File: src/rtl/spi_slave.sv
`default_nettype none
// spi_slave: SPI serial front end. Deserialises MOSI command frames and shifts RAM read bytes out on MISO.
// Optional macro SPI_FRAME_ERR_EN adds a one-cycle frame_err pulse on aborted frames.
module spi_slave #(
  parameter int RX_W = 10,
  parameter int TX_W = 8
) (
  input  logic            clk,
  input  logic            reset_n,
  input  logic            ss_n,
  input  logic            mosi,
  output logic            miso,
  output logic [RX_W-1:0] rx_data,
  output logic            rx_valid,
  input  logic [TX_W-1:0] tx_data,
  input  logic            tx_valid
`ifdef SPI_FRAME_ERR_EN
  ,
  output logic            frame_err
`endif
);

  localparam int CNT_W = $clog2(RX_W + 1);
  localparam int TXC_W = $clog2(TX_W + 1);
  localparam logic [CNT_W-1:0] RX_LAST     = CNT_W'(RX_W - 1);
  localparam logic [CNT_W-1:0] RX_DONE     = CNT_W'(RX_W);
  localparam logic [CNT_W-1:0] CNT_ONE     = CNT_W'(1);
  localparam logic [TXC_W-1:0] TX_DONE     = TXC_W'(TX_W);
  localparam logic [TXC_W-1:0] TXC_ONE     = TXC_W'(1);
  localparam logic [1:0]       CMD_RD_DATA = 2'b11;

  typedef enum logic [1:0] {
    IDLE    = 2'd0,
    CHK_CMD = 2'd1,
    WRITE   = 2'd2,
    READ    = 2'd3
  } state_e;

  state_e            state_q, state_d;
  logic [CNT_W-1:0]  cnt_q, cnt_d;
  // The last payload bit goes straight into rx_data, so only RX_W-1 bits need holding.
  logic [RX_W-2:0]   rx_shift_q, rx_shift_d;
  logic [RX_W-1:0]   rx_data_q, rx_data_d;
  logic              rx_valid_q, rx_valid_d;
  logic [TX_W-1:0]   tx_shift_q, tx_shift_d;
  logic              tx_captured_q, tx_captured_d;
  logic [TXC_W-1:0]  tx_cnt_q, tx_cnt_d;
  logic              miso_q, miso_d;
  logic              read_resp;
`ifdef SPI_FRAME_ERR_EN
  logic              frame_err_q, frame_err_d;
`endif

  assign read_resp = (state_q == READ) && (cnt_q == RX_DONE) &&
                     (rx_data_q[RX_W-1 -: 2] == CMD_RD_DATA);

  always_comb begin
    state_d       = state_q;
    cnt_d         = cnt_q;
    rx_shift_d    = rx_shift_q;
    rx_data_d     = rx_data_q;
    rx_valid_d    = 1'b0;
    tx_shift_d    = tx_shift_q;
    tx_captured_d = tx_captured_q;
    tx_cnt_d      = tx_cnt_q;
    miso_d        = 1'b0;
`ifdef SPI_FRAME_ERR_EN
    frame_err_d   = 1'b0;
`endif

    if (state_q != IDLE && ss_n) begin
      state_d       = IDLE;
      cnt_d         = '0;
      rx_shift_d    = '0;
      tx_shift_d    = '0;
      tx_captured_d = 1'b0;
      tx_cnt_d      = '0;
`ifdef SPI_FRAME_ERR_EN
      if (state_q == WRITE || state_q == READ) begin
        if (cnt_q != RX_DONE) begin
          frame_err_d = 1'b1;
        end else if (read_resp && tx_cnt_q != TX_DONE) begin
          frame_err_d = 1'b1;
        end
      end
`endif
    end else begin
      case (state_q)
        IDLE: begin
          if (!ss_n) state_d = CHK_CMD;
        end
        CHK_CMD: begin
          state_d = mosi ? READ : WRITE;
          cnt_d   = '0;
        end
        WRITE, READ: begin
          if (cnt_q != RX_DONE) begin
            rx_shift_d = {rx_shift_q[RX_W-3:0], mosi};
            cnt_d      = cnt_q + CNT_ONE;
            if (cnt_q == RX_LAST) begin
              rx_data_d  = {rx_shift_q, mosi};
              rx_valid_d = 1'b1;
            end
          end else if (read_resp) begin
            // Capture once, then shift out on the following TX_W cycles.
            if (!tx_captured_q) begin
              if (tx_valid) begin
                tx_shift_d    = tx_data;
                tx_captured_d = 1'b1;
              end
            end else if (tx_cnt_q != TX_DONE) begin
              miso_d     = tx_shift_q[TX_W-1];
              tx_shift_d = tx_shift_q << 1;
              tx_cnt_d   = tx_cnt_q + TXC_ONE;
            end
          end
        end
        default: state_d = IDLE;
      endcase
    end
  end

  always_ff @(posedge clk or negedge reset_n) begin
    if (!reset_n) begin
      state_q       <= IDLE;
      cnt_q         <= '0;
      rx_shift_q    <= '0;
      rx_data_q     <= '0;
      rx_valid_q    <= 1'b0;
      tx_shift_q    <= '0;
      tx_captured_q <= 1'b0;
      tx_cnt_q      <= '0;
      miso_q        <= 1'b0;
`ifdef SPI_FRAME_ERR_EN
      frame_err_q   <= 1'b0;
`endif
    end else begin
      state_q       <= state_d;
      cnt_q         <= cnt_d;
      rx_shift_q    <= rx_shift_d;
      rx_data_q     <= rx_data_d;
      rx_valid_q    <= rx_valid_d;
      tx_shift_q    <= tx_shift_d;
      tx_captured_q <= tx_captured_d;
      tx_cnt_q      <= tx_cnt_d;
      miso_q        <= miso_d;
`ifdef SPI_FRAME_ERR_EN
      frame_err_q   <= frame_err_d;
`endif
    end
  end

  assign miso     = miso_q;
  assign rx_data  = rx_data_q;
  assign rx_valid = rx_valid_q;
`ifdef SPI_FRAME_ERR_EN
  assign frame_err = frame_err_q;
`endif

endmodule
`default_nettype wire
File: config.mk
export PLATFORM = sky130hd
export DESIGN_NAME = spi_slave
export DESIGN_NICKNAME = d
export VERILOG_FILES = /design/src/rtl/spi_slave.sv
export SDC_FILE = /design/constraint.sdc
export NUM_CORES = 1
export LEC_CHECK = 0
export BUFFER_PORTS_ARGS = -buffer_cell sky130_fd_sc_hd__buf_2
export CAP_MARGIN = 40
export CORE_MARGIN = 4
export CORE_UTILIZATION = 30
export DETAILED_ROUTE_END_ITERATION = 6
export SYNTH_ARGS = -nofsm -noshare
export SYNTH_HDL_FRONTEND = slang
export SYNTH_SLANG_ARGS = --single-unit
File: constraint.sdc
create_clock -name clk -period 3.6 [get_ports clk]
set_input_delay 0.54 -clock clk [delete_from_list [all_inputs] [get_ports clk]]
set_output_delay 0.54 -clock clk [all_outputs]
set_load 0.05 [all_outputs]
# ---- Yosys cells after proc, flatten, opt, wreduce, memory -nomap -nowiden
# Cells that the tools add are included.
dict set report totals {
  ff_bits 40
  out_inout_bits 12
  word_cells 84
}
dict set report classes {
  n_addsub 2
  eq_ne 12
  n_mux 39
  bitwise 1
  n_reduce_logical 21
}
# cell n
set ops {}
lappend ops {{$mux 8} 7}
lappend ops {{$mux 4} 8}
lappend ops {{$mux 9} 3}
lappend ops {{$mux 1} 17}
lappend ops {{$reduce_bool 2->1} 6}
lappend ops {{$reduce_and 5->1} 2}
lappend ops {{$reduce_bool 3->1} 3}
lappend ops {{$add 4x1->4 const B} 2}
lappend ops {{$eq 4x4->1 const B} 2}
lappend ops {{$ne 4x4->1 const B} 2}
lappend ops {{$pmux 4 s2} 1}
lappend ops {{$eq 2x2->1 const B} 3}
lappend ops {{$ne 3x3->1 const B} 2}
lappend ops {{$reduce_and 2->1} 3}
lappend ops {{$mux 2} 2}
lappend ops {{$pmux 2 s2} 1}
lappend ops {{$reduce_and 4->1} 1}
lappend ops {{$logic_and 1x1->1} 3}
lappend ops {{$ne 3x1->1 const B} 1}
lappend ops {{$reduce_and 3->1} 1}
lappend ops {{$eq 2x1->1 const B} 1}
lappend ops {{$logic_not 2->1} 1}
lappend ops {{$ne 2x2->1 const B} 1}
lappend ops {{$reduce_or 2->1} 1}
lappend ops {{$not 1->1} 1}

# ---- Logic depth before layout (Yosys ltp)
dict set report depth {
  word_depth 7
  depth_mapped 7
}

# ---- Least setup slack after synthesis
# No wires, ideal clock.
dict set report synth_timing {
  path_kind {register to register}
  startpoint {reg cnt_q[0]}
  endpoint {reg rx_data_q[0] (netlist: rx_data[0])}
  arrival_ns 1.440
  required_time_ns 3.475
  path_slack_ns 2.035
  path_stages_with_launch 7
  path_cell_list {dfrtp_1 inv_1 ha_1 nor4bb_1 nand2_1 buf_6 mux2_4}
}
dict set report synth_between {
  elab_chain_len 2
  elab_cells_between_ends 3
}
# item line
set synth_lines {}
lappend synth_lines {{start, declared} 40} ;# logic [CNT_W-1:0] cnt_q, cnt_d;
lappend synth_lines {{start signal, assigned} 139} ;# cnt_q <= cnt_d;
lappend synth_lines {{$ne 4x4->1 / $eq 4x4->1 (equally long branches)} {97, 100}}
lappend synth_lines {{$reduce_and 4->1 (no source line) (*)} n/a}
lappend synth_lines {{end signal, assigned} 141} ;# rx_data_q <= rx_data_d;
lappend synth_lines {{end, declared} 43} ;# logic [RX_W-1:0] rx_data_q, rx_data_d;
# Every way passes the cells marked *; elsewhere a longest branch is shown, timed or not.
# A chain may end at the register's enable or synchronous reset.

# ---- Final worst setup path
dict set report layout_timing {
  startpoint {reg cnt_q[0]}
  endpoint {reg tx_cnt_q[2]}
}
dict set report layout_between {
  elab_chain_len 5
  elab_cells_between_ends 7
}
# item line
set layout_lines {}
lappend layout_lines {{$eq 4x4->1} 54} ;# assign read_resp = (state_q == READ) && (cnt_q == RX_DONE) &&
lappend layout_lines {{$logic_and 1x1->1 (2 in a row)} 54}
lappend layout_lines {{$reduce_bool 2->1 (no source line)} n/a}
lappend layout_lines {{$reduce_and 5->1 (no source line) (*)} n/a}
lappend layout_lines {{end signal, assigned} 145} ;# tx_cnt_q <= tx_cnt_d;
lappend layout_lines {{end, declared} 47} ;# logic [TXC_W-1:0] tx_cnt_q, tx_cnt_d;
# Marks and branches as above.

==> qor.yml <==
run_status:
  outcome: "complete, no violations"
placed_design:
  dpl-instance-area_sq_um: 2180
  gp_congestion: 0.767
  hpwlAfterDp_um: 2750
  place_inst: 270
  dpl_worst_slack_ps: 1610
  port_buffers: 24
finish:
  finish.utilization_pct: 36.1
  fin_area_sq_um: 2310
  final_cell_mix: "40 x dfrtp_1, 24 x buf_2, 23 x nand2_1"
  num_antenna_cells: 0
  layout_commonest_cell: "dfrtp_1"
  areaGrowthSynthToFinish_pct: 16.0
  nNetsFinal: 218
  fin_cells: 278
  drive_gt1_share_pct: 26.4
floorplan:
  fp.coreArea_sq_um: 6390
  die_x_um: 89.4
  rows: 29
  initial_core_util_pct: 31.1
  ioPinCount: 25
  die_h_um: 89.4
  dieArea_sq_um: 7990
pwr:
  p_seq_share_pct: 50.3
  p_leak_nw: 1.16
  internal_power_mw: 0.729
  ir_drop_mv: 0.191
  p_clk_share_pct: 42.6
  powerDensity_nw_per_um2: 406
  switching_share_pct: 22.2
  switchingPower_mw: 0.208
  total_power_mw: 0.937
  comb_power_share_pct: 7.1
sta:
  worst_pin_slew_ps: 722
  min_period_ps: 2010
  period_share_pct: 55.7
  max_freq_mhz: 499
  setup_viol: 0
  tns_ps: 0
  final_hold_viol_count: 0
  finalWorstSetupSlack_ps: 1590
  relSlewSlack_pct: 51.8
  report.final.slew_viol_count: 0
  worst_hold_slack_ps: 119
  finClkSkew_ps: 7.31
  rsz0062_at_grt: "no"
global_routing:
  met3_usage_pct: 2.86
  grt_pass1_vias: 1314
  grt_pass1_wl_um: 6620
  top_usage_layer: "met2"
  grt_overflow: 0
  grtUsageMet1_pct: 15.3
  grt_util_met2_pct: 15.9
  grt_max_degree: 31
  antenna_found_initial: 0
  track_usage_pct: 10.8
cts:
  clk_pin_slew_worst_paths_ps: 80
  cts_root_buf: "clkbuf_8"
  clock_latency_ps: 290
  numCtsBuffers: 5
  cts_tree: "built"
  hold_buffers: 0
  clock_sinks: 40
  clockBufferDepth: 2
  cts_setup_buffers: 0
  cts_htree_levels: 2
  post_cts_resize_count: 0
synth:
  synth-seq-cells: 40
  yosysSeqAreaShare_pct: 50.3
  avgSynthCellArea_sq_um: 11.3
  ys_warn_count: 0
  syn-num-nets: 194
  synthCells: 176
  ys_types: 37
  synthesis.area_sq_um: 1990
detailed_routing:
  viasPerCell: 4.83
  drt_iter0_drc: 94
  wl_per_cell_um: 13.9
  drtPass1Iterations: 4
  ant_nets: 0
  vias: 1342
  drt_wl_total_um: 3860
  drc: 0
worst_setup_path:
  endpoint_kind: "flip-flop"
  worstPathCellList: "inv_1 -> ha_1 -> nand3b_1 -> nor4_1 -> mux2i_1"
  path_class: "flip-flop to flip-flop"
  max_stage_delay_ps: 570
  slowest_stage: "nor4_1"
  crit_buf_inv: 1
  cp_max_fo: 14
  cp.required_ps: 3820
  critPathLaunchType: "flip-flop"
  cp.arrival_ps: 2220
  path_delay_family: "simple AND/OR/NAND/NOR gates"
hold_path:
  hold_path.class: "primary input to async pin"
flow_run:
  maxCapViolations: 0
[cells in the mapped netlist (all sizes together)]
master	instances	area, sq um
mux2i	12	120
o2111ai	1	26.3
and3	1	6.26
xnor2	1	8.76
nand2	23	86.3
nor2	4	15.0
nand2b	5	31.3
inv	6	22.5
o41ai	1	8.76
o22ai	1	6.26
nor3	1	5.00
nor3b	1	7.51
nor4	1	6.26
buf	7	43.8
a22o	2	17.5
and2b	1	7.51
nand4	2	12.5
nor4bb	1	10.0
nand3b	2	15.0
clkbuf	2	7.51
ha	5	62.6
a31oi	1	6.26
o311ai	1	8.76
nor4b	1	23.8
dfrtp	40	1000
mux2	17	225
nand3	10	50.1
and4	1	8.76
nor2b	1	6.26
o21ai	11	55.1
nand4b	1	8.76
and3b	2	17.5
a21oi	10	50.1
[final cells by class]
| type | count | area [sq um] |
|---|---|---|
| inverters | 6 | 22.5 |
| well taps | 77 | 96.3 |
| clock inverters | 1 | 30.0 |
| multi-input cells | 121 | 913 |
| clock buffers | 7 | 96.3 |
| repair buffers | 26 | 148 |
| flip-flops and latches | 40 | 1000 |
| fillers | 649 | 4080 |
[power by group through the flow]
stage	Sequential (mW)	Combinational [mW]	Clock (mW)
final	0.471	0.0663	0.399
after global routing	0.473	0.0785	0.431
after CTS	0.471	0.0679	0.410
after detailed placement	0.480	0.0680	0
after global placement	0.479	0.0653	0
after floorplan	0.475	0.0419	0
[metal layers]
layer | up-vias | share of wire (%)
met5 | - | 0
met4 | 0 | 1.8
met3 | 5 | 3.8
met2 | 24 | 45
met1 | 647 | 49
li1 | 666 | -
[worst paths after layout]
| path | end | start | cells past startpoint | slack [ps] |
|---|---|---|---|---|
| worst max-delay path | tx_cnt_q[2] | cnt_q[0] | 5 | 1590 |
| worst min register to register | rx_data[9] | rx_shift_q[8] | 1 | 500 |
| min in group clk | state_q[1] | ss_n | 2 | 430 |
| max in group asynchronous | rx_shift_q[5] | reset_n | 2 | 3030 |
| worst max register to register | tx_cnt_q[2] | cnt_q[0] | 5 | 1590 |
| worst min-delay path | state_q[1] | reset_n | 1 | 120 |
[logic make-up (layout without fill, tap and decap cells)]
kind of cell / after synthesis / after routing / share of synthesized area, %
AND/OR/NAND/NOR: 58 / 58 / 16.0
XOR/XNOR: 1 / 1 / 0.441
buffers and inverters: 15 / 40 / 3.71
adder cells (fa/ha/maj): 5 / 5 / 3.15
multiplexers: 29 / 29 / 17.4
AO/OA/AOI/OAI: 28 / 28 / 9.00
flip-flops: 40 / 40 / 50.3
[flip-flops by register name, indices dropped and copies added, names as in the netlist]
name / cells
rx_data: 10
rx_valid: 1
tx_cnt_q: 4
tx_captured_q: 1
rx_shift_q: 9
cnt_q: 4
state_q: 2
tx_shift_q: 8
miso: 1
Note: power is estimated with default switching activity, not from simulation.
